<file path="src/rtl/bram_stream_reader_pkg.sv">
// rtl/bram_stream_reader_pkg.sv - shared state type and default sizes for the BRAM stream reader
package bram_reader_pkg;
    typedef enum logic [1:0] {IDLE, RUN, DRAIN, DONE} state_e;

    localparam int DATA_W_DEF     = 8;
    localparam int ADDR_W_DEF     = 4;
    localparam int FIFO_DEPTH_DEF = 4;

    // RAM output register plus the capture stage
    localparam int INFLIGHT_MAX   = 2;
    localparam int INFLIGHT_W     = $clog2(INFLIGHT_MAX + 1);
endpackage

</file>
<file path="src/rtl/bram_stream_reader_if.sv">
// rtl/bram_stream_reader_if.sv - valid/ready output stream with end-of-command marker
interface bram_stream_reader_if
    import bram_reader_pkg::*;
#(
    parameter int DATA_W = DATA_W_DEF
);
    logic [DATA_W-1:0] m_data;
    logic              m_valid;
    logic              m_ready;
    logic              m_last;

    modport master (output m_data, output m_valid, output m_last, input m_ready);
    modport slave  (input m_data, input m_valid, input m_last, output m_ready);
endinterface

</file>
<file path="src/rtl/bram_stream_reader_stream_fifo.sv">
// rtl/bram_stream_reader_stream_fifo.sv - synchronous FIFO with first-word-fall-through head
module stream_fifo #(
    parameter int WIDTH = 9,
    parameter int DEPTH = 4
) (
    input  logic                    clk,
    input  logic                    rst,
    input  logic                    push,
    input  logic [WIDTH-1:0]        push_data,
    input  logic                    pop,
    output logic [WIDTH-1:0]        pop_data,
    output logic [$clog2(DEPTH):0]  count,
    output logic                    empty,
    output logic                    full
);
    localparam int PTR_W = $clog2(DEPTH);
    localparam logic [PTR_W:0] FULL_COUNT = (PTR_W + 1)'(DEPTH);

    logic [WIDTH-1:0] mem_q [DEPTH];
    logic [PTR_W-1:0] wr_ptr_q;
    logic [PTR_W-1:0] rd_ptr_q;
    logic [PTR_W:0]   count_q;
    logic             do_push;
    logic             do_pop;

    assign empty    = (count_q == '0);
    assign full     = (count_q == FULL_COUNT);
    assign do_pop   = pop && !empty;
    assign do_push  = push && (!full || do_pop);
    assign pop_data = mem_q[rd_ptr_q];
    assign count    = count_q;

    always_ff @(posedge clk) begin
        if (do_push) mem_q[wr_ptr_q] <= push_data;
    end

    always_ff @(posedge clk) begin
        if (rst) begin
            wr_ptr_q <= '0;
            rd_ptr_q <= '0;
            count_q  <= '0;
        end else begin
            if (do_push) wr_ptr_q <= wr_ptr_q + PTR_W'(1);
            if (do_pop)  rd_ptr_q <= rd_ptr_q + PTR_W'(1);
            case ({do_push, do_pop})
                2'b10:   count_q <= count_q + (PTR_W + 1)'(1);
                2'b01:   count_q <= count_q - (PTR_W + 1)'(1);
                default: count_q <= count_q;
            endcase
        end
    end
endmodule

</file>
<file path="src/rtl/bram_stream_reader.sv">
// rtl/bram_stream_reader.sv - streams a contiguous BRAM window out over valid/ready
// Define BRAM_READER_CHECKSUM_EN to add the per-command checksum output.
module bram_stream_reader
    import bram_reader_pkg::*;
#(
    parameter int DATA_W     = DATA_W_DEF,
    parameter int ADDR_W     = ADDR_W_DEF,
    parameter int FIFO_DEPTH = FIFO_DEPTH_DEF
) (
    input  logic                 clk,
    input  logic                 rst,
    input  logic                 start,
    input  logic [ADDR_W-1:0]    base_addr,
    input  logic [ADDR_W:0]      len,
    output logic                 busy,
    output logic                 done,
    output logic [ADDR_W-1:0]    mem_addr,
    input  logic [DATA_W-1:0]    mem_rdata,
`ifdef BRAM_READER_CHECKSUM_EN
    output logic [DATA_W-1:0]    checksum,
`endif
    bram_stream_reader_if.master m
);
    localparam int CNT_W = $clog2(FIFO_DEPTH) + 1;
    localparam logic [CNT_W-1:0] DEPTH_CNT = CNT_W'(FIFO_DEPTH);

    state_e                state_q;
    logic [ADDR_W-1:0]     addr_q;
    logic [ADDR_W:0]       remaining_q;
    logic [INFLIGHT_W-1:0] inflight_q;
    logic [INFLIGHT_W-1:0] inflight_d;
    logic                  capture_q;
    logic                  capture_last_q;
    logic [CNT_W-1:0]      fifo_count;
    logic [CNT_W-1:0]      occupancy;
    logic                  fifo_empty;
    logic                  fifo_full;
    logic [DATA_W:0]       fifo_head;
    logic                  credit_ok;
    logic                  issue;
    logic                  last_issue;
    logic                  beat;

    // Reads in flight already own a FIFO slot, so the buffer can never overflow.
    assign occupancy  = fifo_count + CNT_W'(inflight_q);
    assign credit_ok  = !fifo_full && (occupancy < DEPTH_CNT);
    assign issue      = (state_q == RUN) && (remaining_q != '0) && credit_ok;
    assign last_issue = issue && (remaining_q == (ADDR_W + 1)'(1));
    assign beat       = m.m_valid && m.m_ready;

    always_comb begin
        inflight_d = inflight_q;
        if (issue && !capture_q)      inflight_d = inflight_q + INFLIGHT_W'(1);
        else if (!issue && capture_q) inflight_d = inflight_q - INFLIGHT_W'(1);
    end

    always_ff @(posedge clk) begin
        if (rst) begin
            state_q        <= IDLE;
            addr_q         <= '0;
            remaining_q    <= '0;
            inflight_q     <= '0;
            capture_q      <= 1'b0;
            capture_last_q <= 1'b0;
        end else begin
            inflight_q     <= inflight_d;
            capture_q      <= issue;
            capture_last_q <= last_issue;
            case (state_q)
                IDLE: begin
                    if (start) begin
                        if (len != '0) begin
                            addr_q      <= base_addr;
                            remaining_q <= len;
                            state_q     <= RUN;
                        end else begin
                            state_q     <= DONE;
                        end
                    end
                end
                RUN: begin
                    if (issue) begin
                        addr_q      <= addr_q + ADDR_W'(1);
                        remaining_q <= remaining_q - (ADDR_W + 1)'(1);
                        if (last_issue) state_q <= DRAIN;
                    end
                end
                DRAIN: begin
                    // the tagged last beat leaving implies FIFO and pipeline are empty
                    if (beat && m.m_last) state_q <= DONE;
                end
                DONE:    state_q <= IDLE;
                default: state_q <= IDLE;
            endcase
        end
    end

    stream_fifo #(
        .WIDTH (DATA_W + 1),
        .DEPTH (FIFO_DEPTH)
    ) u_fifo (
        .clk       (clk),
        .rst       (rst),
        .push      (capture_q),
        .push_data ({capture_last_q, mem_rdata}),
        .pop       (beat),
        .pop_data  (fifo_head),
        .count     (fifo_count),
        .empty     (fifo_empty),
        .full      (fifo_full)
    );

    assign mem_addr  = addr_q;
    assign busy      = (state_q != IDLE);
    assign done      = (state_q == DONE);
    assign m.m_valid = !fifo_empty;
    assign m.m_data  = fifo_empty ? '0 : fifo_head[DATA_W-1:0];
    assign m.m_last  = !fifo_empty && fifo_head[DATA_W];

`ifdef BRAM_READER_CHECKSUM_EN
    logic [DATA_W-1:0] checksum_q;

    always_ff @(posedge clk) begin
        if (rst)                          checksum_q <= '0;
        else if (state_q == IDLE && start) checksum_q <= '0;
        else if (beat)                    checksum_q <= checksum_q + m.m_data;
    end

    assign checksum = checksum_q;
`endif
endmodule

</file>
<file path="src/flat_wrapper.sv">
// flat-port wrapper written by rule: the top's interface ports become plain ports
module bram_stream_reader_flat import bram_reader_pkg::*;
#(
    parameter int DATA_W     = DATA_W_DEF,
    parameter int ADDR_W     = ADDR_W_DEF,
    parameter int FIFO_DEPTH = FIFO_DEPTH_DEF
)
  (clk, rst, start, base_addr, len, busy, done, mem_addr, mem_rdata, m_m_data, m_m_valid, m_m_last, m_m_ready);
  bram_stream_reader_if #(.DATA_W(DATA_W)) m_i ();
  input  logic clk;
  input  logic rst;
  input  logic start;
  input  logic [ADDR_W-1:0] base_addr;
  input  logic [ADDR_W:0] len;
  output logic busy;
  output logic done;
  output logic [ADDR_W-1:0] mem_addr;
  input  logic [DATA_W-1:0] mem_rdata;
  output wire logic [$bits(m_i.m_data)-1:0] m_m_data;
  output wire logic [$bits(m_i.m_valid)-1:0] m_m_valid;
  output wire logic [$bits(m_i.m_last)-1:0] m_m_last;
  input wire logic [$bits(m_i.m_ready)-1:0] m_m_ready;
  assign m_m_data = m_i.m_data;
  assign m_m_valid = m_i.m_valid;
  assign m_m_last = m_i.m_last;
  assign m_i.m_ready = m_m_ready;
  bram_stream_reader #(.DATA_W(DATA_W), .ADDR_W(ADDR_W), .FIFO_DEPTH(FIFO_DEPTH)) u_core (.clk(clk), .rst(rst), .start(start), .base_addr(base_addr), .len(len), .busy(busy), .done(done), .mem_addr(mem_addr), .mem_rdata(mem_rdata), .m(m_i));
endmodule
</file>
<file path="config.mk">
export PLATFORM = sky130hd
export DESIGN_NAME = bram_stream_reader_flat
export DESIGN_NICKNAME = d
export VERILOG_FILES = /design/src/rtl/bram_stream_reader_pkg.sv /design/src/rtl/bram_stream_reader_if.sv /design/src/rtl/bram_stream_reader_stream_fifo.sv /design/src/rtl/bram_stream_reader.sv /design/src/flat_wrapper.sv
export SDC_FILE = /design/constraint.sdc
export NUM_CORES = 1
export LEC_CHECK = 0
export BUFFER_PORTS_ARGS = -buffer_cell sky130_fd_sc_hd__buf_2
export CAP_MARGIN = 20
export CORE_MARGIN = 1
export CORE_UTILIZATION = 40
export CTS_BUF_LIST = sky130_fd_sc_hd__clkbuf_8
export DETAILED_ROUTE_END_ITERATION = 12
export GPL_ROUTABILITY_DRIVEN = 0
export PLACE_DENSITY_LB_ADDON = 0.3
export SLEW_MARGIN = 10
export SYNTH_ARGS = -nofsm -noshare
export SYNTH_HDL_FRONTEND = slang
export SYNTH_SLANG_ARGS = --single-unit
</file>
<file path="constraint.sdc">
create_clock -name clk -period 3.25 [get_ports clk]
set_input_delay 0.325 -clock clk [delete_from_list [all_inputs] [get_ports clk]]
set_output_delay 0.325 -clock clk [all_outputs]
set_load 0.02 [all_outputs]
</file>
==> results of run 1 <==
## power by group
part | leakage, nW | switching [mW] | total (mW) | internal (mW)
registers | 0.522 | 0.140 | 1.07 | 0.933
logic | 0.662 | 0.720 | 1.25 | 0.534
clock network | 0.125 | 0.293 | 0.800 | 0.507
total | 1.31 | 1.15 | 3.13 | 1.97
## sequential cells by signal, indices dropped and copies added (netlist names), named ones only
register	count
u_core.capture_last_q	1
u_core.u_fifo.rd_ptr_q	2
u_core.mem_addr	4
u_core.u_fifo.mem_q	36
u_core.remaining_q	5
u_core.capture_q	1
u_core.u_fifo.wr_ptr_q	2
u_core.inflight_q	2
u_core.u_fifo.count	3
u_core.state_q	2
## kinds of logic after synthesis
logic type | synth area share, %
simple gates | 11.6
flops | 54.2
compound gates | 12.2
buf+inv | 3.73
fa+ha+maj | 6.77
mux | 9.29
xor+xnor | 2.13
## layer usage
layer	global-route usage, %	wire [um]	part of all wire, %
met1	18.5	2280	46
met2	22.1	2410	48
met3	4.83	221	4.4
met4	7.12	84	1.7
met5	0	0	0
## final timing paths
path	startpoint	endpoint	slack, ns	cells after the start
setup reg to reg	u_core.u_fifo.count[1]	u_core.inflight_q[1]	0.66	9
setup / recovery	u_core.u_fifo.count[1]	u_core.inflight_q[1]	0.66	9
hold reg to reg	u_core.remaining_q[1]	u_core.remaining_q[1]	0.47	2
hold / removal	mem_rdata[2]	u_core.u_fifo.mem_q[3][2]	0.20	1
## cell usage in the layout, fill, tap and decap left out, drive strengths merged, types with 2 or more instances in the layout
| master | n |
|---|---|
| buf | 38 |
| edfxtp | 36 |
| dfxtp | 24 |
| nor2 | 19 |
| inv | 19 |
| a21oi | 17 |
| ha | 14 |
| nor2b | 12 |
| nand2 | 11 |
| clkbuf | 9 |
| mux4 | 9 |
| nor3 | 7 |
| nand3 | 5 |
| o21ai | 5 |
| and2 | 4 |
| xor2 | 4 |
| xnor2 | 3 |
| or3 | 3 |
| a31oi | 3 |
| bufinv | 3 |
| o221a | 3 |
| clkinv | 3 |
| o31a | 2 |
| nor4b | 2 |
| mux2i | 2 |
| o32ai | 2 |
| or2 | 2 |
| o21a | 2 |
| o31ai | 2 |
## worst register-to-register path, stage by stage (launching register included)
cell	delay, ns
dfxtp_1	0.49
ha_1	0.30
a311o_1	0.40
o31a_1	0.14
a21oi_1	0.24
nand2_1	0.14
inv_1	0.08
ha_1	0.25
or3_1	0.35
a21oi_1	0.13
## cell type report
| cell class | instances | share of cell area (%) |
|---|---|---|
| flip-flops and latches | 60 | 46.0 |
| clock inverters | 7 | 3.43 |
| multi-input cells | 144 | 35.7 |
| repair buffers | 38 | 5.75 |
| well taps | 96 | 3.54 |
| inverters | 18 | 1.99 |
| clock buffers | 9 | 3.65 |
## through the flow
stage | utilization [%] | hold slack (ns)
after global routing | 49.5 | 0.180
after detailed placement | 46.0 | 0.470
after CTS | 49.5 | 0.181
final | 49.5 | 0.198
after global placement | 46.0 | 0.462
after floorplan | - | 0.424
==> summary.txt, run 1 <==
Clocking
  – # hold bufs at CTS: 0
  – H-tree levels: 3
  – PostCTS Resize Cnt: 0
  – Longest Clk Path Bufs: 2
  – TritonCTS buffer count: 9
  – Root buffer cell: clkbuf_8
  – Clock-pin transition on the worst setup and hold timing paths: approximately 0.070 ns
  – Clock Latency Late Sink: 0.34 ns
  – CTS tree: yes
  – Clk sinks: 60
  – Post-CTS setup buffers: 0

Timing
  – Setup TNS: 0 ns
  – Max frequency: roughly 390 MHz
  – Tmin final: between 2 and 3 ns
  – Final Hold Fails: 0
  – Setup Skew: around 0.009 ns
  – Final count of negative-setup-slack endpoints: 0
  – Measured slew at the worst slew-check pin: between 0.5 and 0.6 ns
  – Max_slew headroom: around two thirds
  – Tcrit/Tclk final: 79.7%
  – RSZ-0062 raised after global routing: false
  – Slack of the critical path: approximately 0.66 ns
  – Max Slew Vio Count: 0

Setup path
  – Crit path kind: reg2reg
  – Crit. End Element: flop
  – Slowest cell on crit path: dfxtp_1
  – Crit path max fanout: 6
  – CP bufs+invs: 1
  – Largest delay contributor family on the critical path: compound AO/OA/AOI/OAI gates
  – Crit start category: flop
  – Crit-path cells: ha_1 > a311o_1 > o31a_1 > a21oi_1 > nand2_1 > inv_1 > ha_1 > or3_1 > a21oi_1
  – Worst path required time: between 3 and 4 ns
  – Crit path DAT: between 2 and 3 ns
  – Worst path max stage delay: 0.49 ns

Drt
  – Vias/cell: 4.97
  – Routed Antenna Nets: 0
  – WL/cell: around 13 um
  – Drt pass-1 iters: 4
  – Final wirelength: 5.00 mm
  – Vias: about 1800
  – Remaining DRCs: 0
  – Drt first-iter violations: 91

Flow run
  – Maximum Capacitance Violations: 0

Yosys
  – Cell Area, Synth: between 0.002 and 0.003 mm2
  – Area contributors post-synth: edfxtp_1 (38%), dfxtp_1 (17%), mux4_1 (7.3%)
  – Synth warnings: 0
  – EDFF count, synth: 36
  – Syn avg cell area: roughly 13 um2
  – Count of unique library cells instantiated by Yosys: 45
  – Yosys reg bits: 60
  – Count leader, synth: edfxtp_1
  – Syn nets: roughly 270
  – Most used DFF post-synth: edfxtp_1
  – Syn Inst Count: 230
  – Leading area contributor after synthesis: edfxtp_1
  – Ys async rst share: 0%
  – List of most frequent post-synthesis cells: edfxtp_1 (36), dfxtp_1 (24), nor2_1 (19)
  – Post-synthesis sequential area ratio: a little over half
  – Post-synth top area share: 37.5%

Power
  – Power Total: 3.13 mW
  – PD cells: slightly above 900 mW/mm2
  – Pleak: about 1.3 nW
  – VDD IR max: ~0.25 mV

Global route
  – First-pass GRT wire length: approximately 8.1 mm
  – Pin count of the biggest net entering global routing: 24
  – Antenna violations before repair: 0
  – Via count of the first global-routing pass: about 1700
  – Total GRT Usage: around 15%
  – Grt ovf: 0

Final layout
  – Post-route insts no fill: ~370
  – Post-route cell area: 0.00340 mm2
  – # fillers: around 600
  – Share of cells above drive strength 1: around a quarter
  – Synthesis-to-layout area growth: 17.9%
  – Layout Nets: about 310
  – ANT cells: 0
  – Reg area: 0.00156 mm2
  – Area taken by multi-input logic gates: approximately 0.0012 mm2

Floorplanning
  – Core ar.: approximately 0.0069 mm2
  – Std-Cell Rows: 30
  – Die width: 86.9 um
  – Ports: 37
  – Initial Util: a little over two fifths
  – Die area: roughly 0.0075 mm2
  – Die Ht: between 80 and 90 um

Placed design
  – Placement Setup Slack: approximately 0.68 ns
  – Placed cell area: about 0.0032 mm2
  – DP Wirelength: roughly 3.5 mm
  – Buffers on Ports: 36
  – Placed cell count: approximately 360

Status
  – Status: complete, no violations

Min path
  – Worst hold path type: in2reg
Power figures use the tool's default switching activity.
==> inputs of run 2 (changes only) <==
==> constraint.sdc (replaced) <==
create_clock -name clk -period 2.4 [get_ports clk]
set_input_delay 0.24 -clock clk [delete_from_list [all_inputs] [get_ports clk]]
set_output_delay 0.24 -clock clk [all_outputs]
set_load 0.02 [all_outputs]
==> run 2 against run 1 <==
First-iteration DRC count up 7.7%. Via count is 0.76% higher. Largest power group unchanged. Die area unchanged.
==> summary.txt, run 2 (synthesis gave the netlist of run 1 again) <==
Setup path
  – Crit path kind: reg2reg
  – Worst reg2reg endpoint: u_core.inflight_q[1]
  – Worst path required time: 2.66 ns
  – Crit path max fanout: 3
  – Worst R2R Setup Slack: roughly 0.22 ns
  – Crit start category: flop
  – Crit. End Element: flop
  – RR Startpoint: u_core.inflight_q[1]
  – Reg2reg path depth: 9
  – Crit path DAT: 2.44 ns

Global route
  – First-pass GRT wire length: 8.14 mm
  – Total GRT Usage: about 15%
  – Grt ovf: 0
  – Pin count of the biggest net entering global routing: 24
  – Antenna violations before repair: 0
  – Via count of the first global-routing pass: approximately 1700

Drt
  – WL/cell: 13.5 um
  – Drt first-iter violations: roughly 100
  – Final wirelength: around 5.1 mm
  – Drt pass-1 iters: 4
  – Vias/cell: around 4.9
  – Vias: 1863
  – Remaining DRCs: 0
  – Routed Antenna Nets: 0

Timing
  – Max_slew headroom: 67.1%
  – Setup Skew: between 0.006 and 0.007 ns
  – Tcrit/Tclk final: around nine tenths
  – Measured slew at the worst slew-check pin: approximately 0.5 ns
  – RSZ-0062 raised after global routing: false
  – Max frequency: about 460 MHz
  – Final Hold Fails: 0
  – Final count of negative-setup-slack endpoints: 0
  – Tmin final: about 2.2 ns
  – Max Slew Vio Count: 0
  – Setup TNS: 0 ns

Floorplanning
  – Die Ht: approximately 87 um
  – Core ar.: approximately 0.007 mm2
  – Die area: around 0.0075 mm2
  – Initial Util: 41.9%
  – Die width: roughly 87 um
  – Ports: 37
  – Std-Cell Rows: 30

Power
  – VDD IR max: roughly 0.41 mV
  – Pleak: approximately 1.3 nW
  – PD cells: 1230 mW/mm2

Final layout
  – Max reg flops: 36
  – Top reg by flops: u_core.u_fifo.mem_q
  – Layout Nets: about 310
  – Share of cells above drive strength 1: between 20% and 30%
  – Utilization after layout: between 40% and 50%
  – ANT cells: 0
  – Most frequent cells in the layout: buf_2 (36), edfxtp_1 (36), dfxtp_1 (24)
  – Synthesis-to-layout area growth: 18.5%

Clocking
  – Clk sinks: 60
  – Longest Clk Path Bufs: 2
  – Clock Latency Late Sink: roughly 0.33 ns
  – H-tree levels: 3
  – Root buffer cell: clkbuf_8
  – CTS tree: yes
  – Clock-pin transition on the worst setup and hold timing paths: approximately 0.070 ns
  – # hold bufs at CTS: 0
  – TritonCTS buffer count: 9

Min path
  – Worst hold path type: in2reg
  – Hold path start: mem_rdata[3]
  – Hold Path Depth: 1
  – Hold EP: u_core.u_fifo.mem_q[3][3]

Placed design
  – DP Wirelength: roughly 3.5 mm
  – Buffers on Ports: 36

Flow run
  – Maximum Capacitance Violations: 0

Status
  – Status: complete, no violations
==> run 2: repair_timing <==
action | CTS | global route
setup buffers | 0 | 1
endpoints found under the setup margin | 0 | 1
resized for setup | 0 | 1
==> run 2: final cells by class <==
cell class                      count  area, um2
Fill cell                         635       3460
Clock inverter                      7       76.3
Inverter                           18       67.6
Tap cell                           96        120
Clock buffer                        9        124
Sequential cell                    60       1560
Timing Repair Buffer               45        248
Multi-Input combinational cell    144       1220
==> run 2: routing by layer <==
layer	vias up	track usage (%)	share of wire, %
met4	0	6.36	1.0
met1	887	19.2	50
li1	944	-	-
met5	-	0	0
met3	4	3.79	3.1
met2	28	22.5	46
==> run 2: worst max path at each step <==
stage                                 from                    to  cells after the start
floorplan           u_core.u_fifo.count[1]  u_core.inflight_q[1]                      9
global placement    u_core.u_fifo.count[1]  u_core.inflight_q[1]                      9
detailed placement  u_core.u_fifo.count[1]  u_core.inflight_q[1]                      9
CTS                   u_core.inflight_q[1]  u_core.inflight_q[1]                      9
global route          u_core.inflight_q[1]  u_core.inflight_q[1]                      9
finish                u_core.inflight_q[1]  u_core.inflight_q[1]                      9
==> run 2: metrics by stage <==
stage | area [um2] | setup slack (ns) | cells | hold WS, ns | total power, mW
final | 3410 | 0.218 | 379 | 0.123 | 4.21
after global routing | 3410 | 0.0283 | 379 | 0.103 | 4.51
after CTS | 3400 | 0.0674 | 378 | 0.105 | 4.20
after detailed placement | 3200 | 0.111 | 362 | 0.459 | 3.29
after global placement | 3200 | 0.173 | 362 | 0.458 | 3.27
after floorplan | 2880 | 0.0380 | 230 | 0.339 | 2.76
==> run 2: critical path: stages (launching register included) <==
cell     delay (ns)
dfxtp_1        0.33
ha_1           0.29
a311o_1        0.30
o31a_1         0.14
a21oi_2        0.13
nand2_1        0.10
inv_1          0.07
ha_1           0.25
or3_1          0.37
a21oi_1        0.14
==> run 2: where the power goes <==
part	leakage, nW	internal, mW	switching [mW]
clock	0.0958	0.484	0.416
sequential	0.522	1.26	0.145
combinational	0.698	0.839	1.06
==> inputs of run 3 (changes only) <==
==> constraint.sdc (replaced) <==
create_clock -name clk -period 2.2 [get_ports clk]
set_input_delay 0.22 -clock clk [delete_from_list [all_inputs] [get_ports clk]]
set_output_delay 0.22 -clock clk [all_outputs]
set_load 0.02 [all_outputs]
==> run 3 against run 2 <==
The run now ends with negative setup slack left. Total power grew 11%. Core utilization grew 0.71 points. Clock skew hardly changed. Worst setup slack worse by 0.26 ns. Sequential power is 9.9% higher. Clock-buffer cell count is the same. Fmax shrank 2.9%. Hold slack got worse by 0.029 ns. Critical path type unchanged.
==> summary.txt, run 3 (synthesis gave the netlist of run 1 again) <==
Status
  – Status: finished, violations left
  – Violated checks: negative setup slack

Clocking
  – Clock Latency Late Sink: approximately 0.33 ns
  – TritonCTS buffer count: 9
  – Root buffer cell: clkbuf_8
  – Clk sinks: 60
  – Longest Clk Path Bufs: 2
  – Clock-pin transition on the worst setup and hold timing paths: about 0.080 ns
  – H-tree levels: 3
  – # hold bufs at CTS: 0
  – CTS tree: yes

Setup path
  – Crit path DAT: roughly 2.5 ns
  – CP most frequent cell: a21oi_2
  – CP bufs+invs: 1
  – Worst path max stage delay: approximately 0.38 ns
  – Worst path required time: about 2.5 ns
  – Largest delay contributor family on the critical path: compound AO/OA/AOI/OAI gates
  – Crit. End Element: flop
  – Crit start category: flop
  – Crit-path cells: ha_4 > a311o_1 > o31a_1 > a21oi_2 > nand2_1 > inv_1 > ha_1 > or3_1 > a21oi_2
  – Crit path kind: reg2reg
  – Crit path max fanout: 3
  – Slowest cell on crit path: a311o_1

Final layout
  – Top reg by flops: u_core.u_fifo.mem_q
  – ANT cells: 0
  – Share of cells above drive strength 1: 29.7%
  – Most frequent cells in the layout: buf_2 (36), edfxtp_1 (36), dfxtp_1 (22)
  – Layout Nets: roughly 320
  – Post-route insts no fill: about 380
  – Synthesis-to-layout area growth: 20.1%
  – Area taken by multi-input logic gates: about 0.0012 mm2
  – Max reg flops: 36
  – # fillers: 620
  – Post-route cell area: about 0.0035 mm2
  – Utilization after layout: between 50% and 60%
  – Reg area: approximately 0.0016 mm2

Global route
  – Via count of the first global-routing pass: between 1500 and 2000
  – Total GRT Usage: 14.7%
  – First-pass GRT wire length: 8.27 mm
  – Antenna violations before repair: 0
  – Grt ovf: 0
  – Pin count of the biggest net entering global routing: 24

Placed design
  – Placed cell area: approximately 0.0032 mm2
  – DP Wirelength: 3.61 mm
  – Placed cell count: around 370
  – Buffers on Ports: 36

Drt
  – WL/cell: ~14 um
  – Vias/cell: 4.96
  – Drt pass-1 iters: 5
  – Routed Antenna Nets: 0
  – Final wirelength: about 5.2 mm
  – Vias: ~1900
  – Remaining DRCs: 0
  – Drt first-iter violations: 63

Timing
  – Final Hold Fails: 0
  – Tcrit/Tclk final: 102%
  – Final count of negative-setup-slack endpoints: 1
  – RSZ-0062 raised after global routing: true
  – Fin Hold WS: about 0.094 ns
  – Max Slew Vio Count: 0
  – Tmin final: between 2 and 2.5 ns
  – Slack of the critical path: -0.0466 ns
  – Measured slew at the worst slew-check pin: 0.500 ns
  – Setup Skew: about 0.0062 ns
  – Max_slew headroom: approximately two thirds
  – Max frequency: between 400 and 500 MHz

Floorplanning
  – Initial Util: between 40% and 50%
  – Die area: 0.00755 mm2
  – Core ar.: just under 0.007 mm2
  – Die width: ~87 um
  – Die Ht: slightly below 90 um
  – Std-Cell Rows: 30
  – Ports: 37

Flow run
  – Maximum Capacitance Violations: 0

Power
  – PD cells: 1360 mW/mm2
  – Power Total: ~4.7 mW
  – VDD IR max: slightly above 0.5 mV
  – Pleak: around 1.3 nW

Min path
  – Worst hold path type: in2reg
-- run 3: layout make-up --
class / count / area share [%]
clock buffer: 9 / 3.58
clock inverter: 7 / 2.17
inverter: 18 / 1.95
multi-input combinational: 144 / 35.9
sequential: 60 / 45.2
tap: 96 / 3.47
timing repair buffer: 48 / 7.81
-- run 3: final timing paths --
| kind | from | end | slack (ns) | cells after the start |
|---|---|---|---|---|
| setup reg to reg | u_core.u_fifo.count[1] | u_core.inflight_q[1] | -0.05 | 9 |
| hold reg to reg | u_core.remaining_q[1] | u_core.remaining_q[1] | 0.47 | 2 |
| hold / removal | mem_rdata[4] | u_core.u_fifo.mem_q[3][4] | 0.09 | 1 |
| setup / recovery | u_core.u_fifo.count[1] | u_core.inflight_q[1] | -0.05 | 9 |
-- run 3: where the power goes --
group          switching, mW  internal [mW]  leakage, nW
sequential             0.169           1.38        0.522
combinational           1.19          0.961        0.713
clock                  0.460          0.530        0.104
-- run 3: timing repair --
action                     4_1_cts  5_1_grt
setup buffers                    0        1
setup endpoints to repair        0        4
resized for setup                0        5
-- run 3: per-layer routing --
metal | vias up | wire, um | part of all wire [%] | track usage (%)
met3 | 7 | 138 | 2.6 | 3.70
li1 | 949 | - | - | -
met4 | 0 | 89 | 1.7 | 7.73
met2 | 24 | 2500 | 48 | 23.3
met1 | 914 | 2500 | 48 | 18.6
met5 | - | 0 | 0 | 0
-- run 3: stage by stage --
stage	setup TNS, ns	setup WS (ns)
global placement	0	0.109
CTS	0	0.0206
floorplan	0	0.0575
detailed placement	0	0.0572
finish	-0.0466	-0.0466
global route	-0.150	-0.150
